### config.mk
export PLATFORM = sky130hd
export DESIGN_NAME = sixbitsub_flat
export DESIGN_NICKNAME = d
export VERILOG_FILES = /design/src/rtl/sixbitsub_if.sv /design/src/rtl/sixbitsub.sv /design/src/flat_wrapper.sv
export SDC_FILE = /design/constraint.sdc
export NUM_CORES = 1
export LEC_CHECK = 0
export ABC_AREA = 1
export CAP_MARGIN = 20
export CORE_AREA = 10 10 47 49
export CTS_CLUSTER_DIAMETER = 30
export DETAILED_ROUTE_END_ITERATION = 8
export DIE_AREA = 0 0 57 59
export GPL_TIMING_DRIVEN = 0
export PLACE_DENSITY = 0.68
export SYNTH_ARGS = -nofsm -noshare
export SYNTH_HDL_FRONTEND = slang
export SYNTH_SLANG_ARGS = --single-unit
### constraint.sdc
create_clock -name clk -period 3.7 [get_ports clk]
set_input_delay 0.37 -clock clk [delete_from_list [all_inputs] [get_ports clk]]
set_output_delay 0.37 -clock clk [all_outputs]
set_load 0.02 [all_outputs]
### src/rtl/sixbitsub_if.sv
// Operand/result bundle for the 6-bit registered subtractor.
// The master drives the operands and the slave returns the registered result.
interface sixbitsub_if;
  logic [5:0] ain;
  logic [5:0] bin;
  logic [5:0] diff;
  logic       overflow;

  modport master (output ain, output bin, input diff, input overflow);
  modport slave  (input ain, input bin, output diff, output overflow);
endinterface

### src/rtl/sixbitsub.sv
// 6-bit two's-complement subtractor: ain + ~bin + 1 through a ripple chain of
// full-adder cells, with the difference and signed overflow registered.
module sixbitsub_fa (
  input  logic a,
  input  logic b,
  input  logic ci,
  output logic s,
  output logic co
);
  assign s  = a ^ b ^ ci;
  assign co = (a & b) | (ci & (a ^ b));
endmodule

module sixbitsub (
  input  logic       clk,
  input  logic       rst,
  sixbitsub_if.slave io
);
  localparam int W = 6;

  logic [W-1:0] bin_n;
  logic [W-1:0] sum;
  logic [W:0]   c;
  logic [W-1:0] diff_d, diff_q;
  logic         overflow_d, overflow_q;

  // Carry-in of 1 completes the two's-complement negation of bin.
  assign bin_n = ~io.bin;
  assign c[0]  = 1'b1;

  for (genvar i = 0; i < W; i++) begin : g_fa
    sixbitsub_fa u_fa (
      .a  (io.ain[i]),
      .b  (bin_n[i]),
      .ci (c[i]),
      .s  (sum[i]),
      .co (c[i+1])
    );
  end

  // Signed overflow: carry into the sign bit disagrees with carry out of it.
  always_comb begin
    diff_d     = sum;
    overflow_d = c[W-1] ^ c[W];
  end

  always_ff @(posedge clk) begin
    if (rst) begin
      diff_q     <= '0;
      overflow_q <= 1'b0;
    end else begin
      diff_q     <= diff_d;
      overflow_q <= overflow_d;
    end
  end

  assign io.diff     = diff_q;
  assign io.overflow = overflow_q;
endmodule

### src/flat_wrapper.sv
// flat-port wrapper written by rule: the top's interface ports become plain ports
module sixbitsub_flat 
  (clk, rst, io_ain, io_bin, io_diff, io_overflow);
  sixbitsub_if io_i ();
  input  logic clk;
  input  logic rst;
  input wire logic [$bits(io_i.ain)-1:0] io_ain;
  input wire logic [$bits(io_i.bin)-1:0] io_bin;
  output wire logic [$bits(io_i.diff)-1:0] io_diff;
  output wire logic [$bits(io_i.overflow)-1:0] io_overflow;
  assign io_i.ain = io_ain;
  assign io_i.bin = io_bin;
  assign io_diff = io_i.diff;
  assign io_overflow = io_i.overflow;
  sixbitsub u_core (.clk(clk), .rst(rst), .io(io_i));
endmodule
Yosys cells after proc, flatten, opt, wreduce, memory -nomap -nowiden:

Index checks and enable logic that the tools add are counted.

* bits of input ports: 14
* bits in registers: 7
* output and inout bits: 7
* word-level logic and storage cells: 33

* bitwise gates (word level): 31

Operators by type and width (count)
* 1-bit XOR: 12
* 1-bit bitwise AND: 11
* 6-bit NOT: 1
* 1-bit bitwise OR: 6
* 1-bit NOT: 1

Longest topological paths before layout:

* depth in word-level cells: 14
* depth in mapped cells: 12

By module:

From an unflattened synthesis, not the netlist that was laid out.

* cell total of the unflattened synthesis: 37
* area total of the unflattened synthesis: 350.3 um^2

Modules (own cells, without submodules)
* sixbitsub: area an instance 230.2 um^2, times used 1, cells an instance 31
* sixbitsub_fa: area an instance 20.0 um^2, times used 6, cells an instance 1

Worst setup path before layout:

OpenSTA, ideal clock, no wires.

* path kind: input-to-reg
* start point: input io_ain[0]
* end point: register u_core.overflow_q, in the netlist u_core.io.overflow
* cell stages on the path: 11
* data arrival time: 2.483 ns
* data required time: 3.587 ns
* path buffers: 0
* path slack: 1.104 ns
* path through: inv_1 > ha_1 > fa_1 > fa_1 > inv_1 > fa_1 > inv_1 > fa_1 > fa_1 > nor2_1 > nor2_1

* longest elaborated chain between the ends: 13
* elaborated cells on any way between the ends: 14
* classes of those cells: 14 x bitwise

RTL lines
* start, declared: line flat_wrapper.sv:7 `input wire logic [$bits(io_i.ain)-1:0] io_ain;`
* 1-bit bitwise AND or 1-bit XOR (tied branches): line sixbitsub.sv:11 `assign co = (a & b) | (ci & (a ^ b));`
* 1-bit bitwise OR (*): line sixbitsub.sv:11
* 1-bit bitwise AND (*): line sixbitsub.sv:11
* 1-bit bitwise OR (*): line sixbitsub.sv:11
* 1-bit bitwise AND (*): line sixbitsub.sv:11
* 1-bit bitwise OR (*): line sixbitsub.sv:11
* 1-bit bitwise AND (*): line sixbitsub.sv:11
* 1-bit bitwise OR (*): line sixbitsub.sv:11
* 1-bit bitwise AND (*): line sixbitsub.sv:11
* 1-bit bitwise OR (*): line sixbitsub.sv:11
* 1-bit bitwise AND: line sixbitsub.sv:11
* 1-bit bitwise OR: line sixbitsub.sv:11
* 1-bit XOR (*): line sixbitsub.sv:44 `overflow_d = c[W-1] ^ c[W];`
* end signal, assigned: line sixbitsub.sv:53 `overflow_q <= overflow_d;`
* end, declared: line sixbitsub.sv:25 `logic overflow_d, overflow_q;`

Mark *: on every way between the ends. The rest lies on a longest branch, timed or not.
A chain may end at the register's enable or synchronous reset.

Final worst setup path:

Same ends and word-level chain as after synthesis.

==> reports/metrics.yaml <==
status: "finished clean"
routedWlPerCell_um: 8.685
place_ws_ns: 0.5225
clkSinkCount: 7
syn-num-nets: 53
slew_headroom_pct: 83.21
ant_nets: 0
row_count: 14
cts_buffer_depth: 2
utilization_pct: 41.07
drtIter0Drc: 0
final_nets: 78
pwr-share-clk_pct: 30.3
ys_warn_count: 0
grt_overflow_total: 0
stdcell_area_sq_um: 575.6
die_w_um: 57
seqPwrFrac_pct: 40.1
fin_tns_setup_ns: 0
setup_viol: 0
routed_wl_um: 634
p_sw_share_pct: 26.03
cp_max_fo: 3
drive_above_1_share_pct: 8.772
criticalPathCategory: "in -> reg"
critPathLaunch: "io_ain[0]"
netlist_area_sq_um: 327.8
avgSynthCellArea_sq_um: 9.934
synth-seq-area-share_pct: 42.75
arrival_ns: 3.05
peakVddDrop_uv: 89.92
route.detailed.drc: 0
root_buffer: "clkbuf_4"
critPathRequiredTime_ns: 3.83
layout_setup_ws_ns: 0.7805
gp_congestion: 0.6241
postCtsSetupBuffers: 0
switchingPower_w: 0.00005583
dr.pass1.iters: 1
power.internal_w: 0.0001587
cts_inserted_buffers: 3
vias: 257
hold_viol_final: 0
worst_pin_slew_ns: 0.2511
synth_top_area_share_pct: 42.75
num_antenna_cells: 0
power_frac_comb_pct: 29.6
critical_path.endpoint: "u_core.io.overflow"
clk_pin_slew_ns: 0.05
power_leakage_nw: 0.2711
syn_inst: 33
powerDensity_mw_per_mm2: 372.7
htree_levels: 1
initial_utilization_pct: 23.39
numPortBuffers: 20
grt_pass1_vias: 272
synth.distinct_cells: 7
place_area_sq_um: 548.0
start_kind: "input port"
vias_per_cell: 3.521
cts_tree: "done"
dieHeight_um: 59
hp-start: "io_ain[0]"
grt_antenna_before_repair: 0
period_needed_ns: 2.920
rsz0062_at_grt: "no"
grt.total_usage_pct: 3.878
ys_ff_latch: 7
grt_pass1_wl_um: 1062
min_period_over_period_pct: 78.91
coreArea_sq_mm: 0.001401
endpoint_kind: "flip-flop"
place_hpwl_um: 609.3
io_pins: 21
hold_path.class: "in -> reg"
slew_viol_final: 0
grt_max_degree: 8
postCtsResizedCells: 0
maxCapViolCount: 0
die-area_sq_mm: 0.003363
yosys-top-cells-area: "dfxtp_1 (43%), fa_1 (31%), inv_1 (10%)"
syn2layout_area_growth_pct: 75.57
holdBufCountCts: 0
clock.fmax_mhz: 342.5
yosysTopAreaCell: "dfxtp_1"
hold_slack_ns: 0.7880
-- synth_stat cells (all sizes together) --
library cell / count
nor2: 8
fa: 5
ha: 1
nand2: 2
inv: 10
dfxtp: 7
-- logic make-up after synthesis --
group | Yosys count | synth area share, %
adder cells (fa/ha/maj) | 6 | 34.35
AND/OR/NAND/NOR | 10 | 11.45
buffers and inverters | 10 | 11.45
flip-flops | 7 | 42.75
-- worst max-delay path, cell delays in order --
cell	delay, ns
clkdlybuf4s50_1	0.46
inv_1	0.04
ha_1	0.18
fa_1	0.37
fa_1	0.36
inv_1	0.07
fa_1	0.15
inv_1	0.05
fa_1	0.42
fa_1	0.40
nor2_1	0.13
nor2_1	0.06
-- cells in the final DEF, fill, tap and decap left out --
cell	count
ha_1	1
clkbuf_4	3
clkinv_2	1
nor2_1	8
fa_1	5
inv_2	1
inv_1	9
dfxtp_1	7
clkdlybuf4s50_1	20
nand2_1	2
-- power by group through the flow --
stage	Sequential, W	Clock [W]	Combinational [W]
5_1_grt	0.0000868	0.0000707	0.0000718
4_1_cts	0.0000860	0.0000676	0.0000653
6_report	0.0000859	0.0000650	0.0000636
3_5_place_dp	0.0000876	0	0.0000650
2_1_floorplan	0.0000993	0	0.0000174
3_3_place_gp	0.0000876	0	0.0000645
-- registers in the layout, summed over array words and instances, names as in the netlist --
name and count:
u_core.io.diff 6, u_core.io.overflow 1
-- layout make-up --
cell class	count	area [sq um]
tap	16	20.02
timing repair buffer	20	200.2
fill	147	825.8
clock inverter	1	5.005
inverter	10	37.54
multi-input combinational	16	150.1
sequential	7	140.1
clock buffer	3	22.52
-- through the flow --
step           cells  power [W]
2_1_floorplan     33  0.0001167
3_3_place_gp      69  0.0001521
3_5_place_dp      69  0.0001527
4_1_cts           73  0.0002189
5_1_grt           73  0.0002293
6_report          73  0.0002145
-- worst min path at each step --
stage          depth (start not counted)           endpoint  slack (ns)
2_1_floorplan                          1  u_core.io.diff[0]        0.44
3_3_place_gp                           4  u_core.io.diff[0]        1.03
3_5_place_dp                           4  u_core.io.diff[0]        1.03
4_1_cts                                4  u_core.io.diff[0]        0.78
5_1_grt                                3  u_core.io.diff[0]        0.83
6_report                               4  u_core.io.diff[0]        0.79
-- routing by layer --
metal / GRT usage, % / vias up / routed length, um
met4: 4.027 / 0 / 17
li1: - / 138 / -
met1: 3.645 / 104 / 249
met2: 6.357 / 13 / 299
met3: 1.288 / 2 / 67
met5: 0 / - / 0
Note: power is estimated with default switching activity, not from simulation.
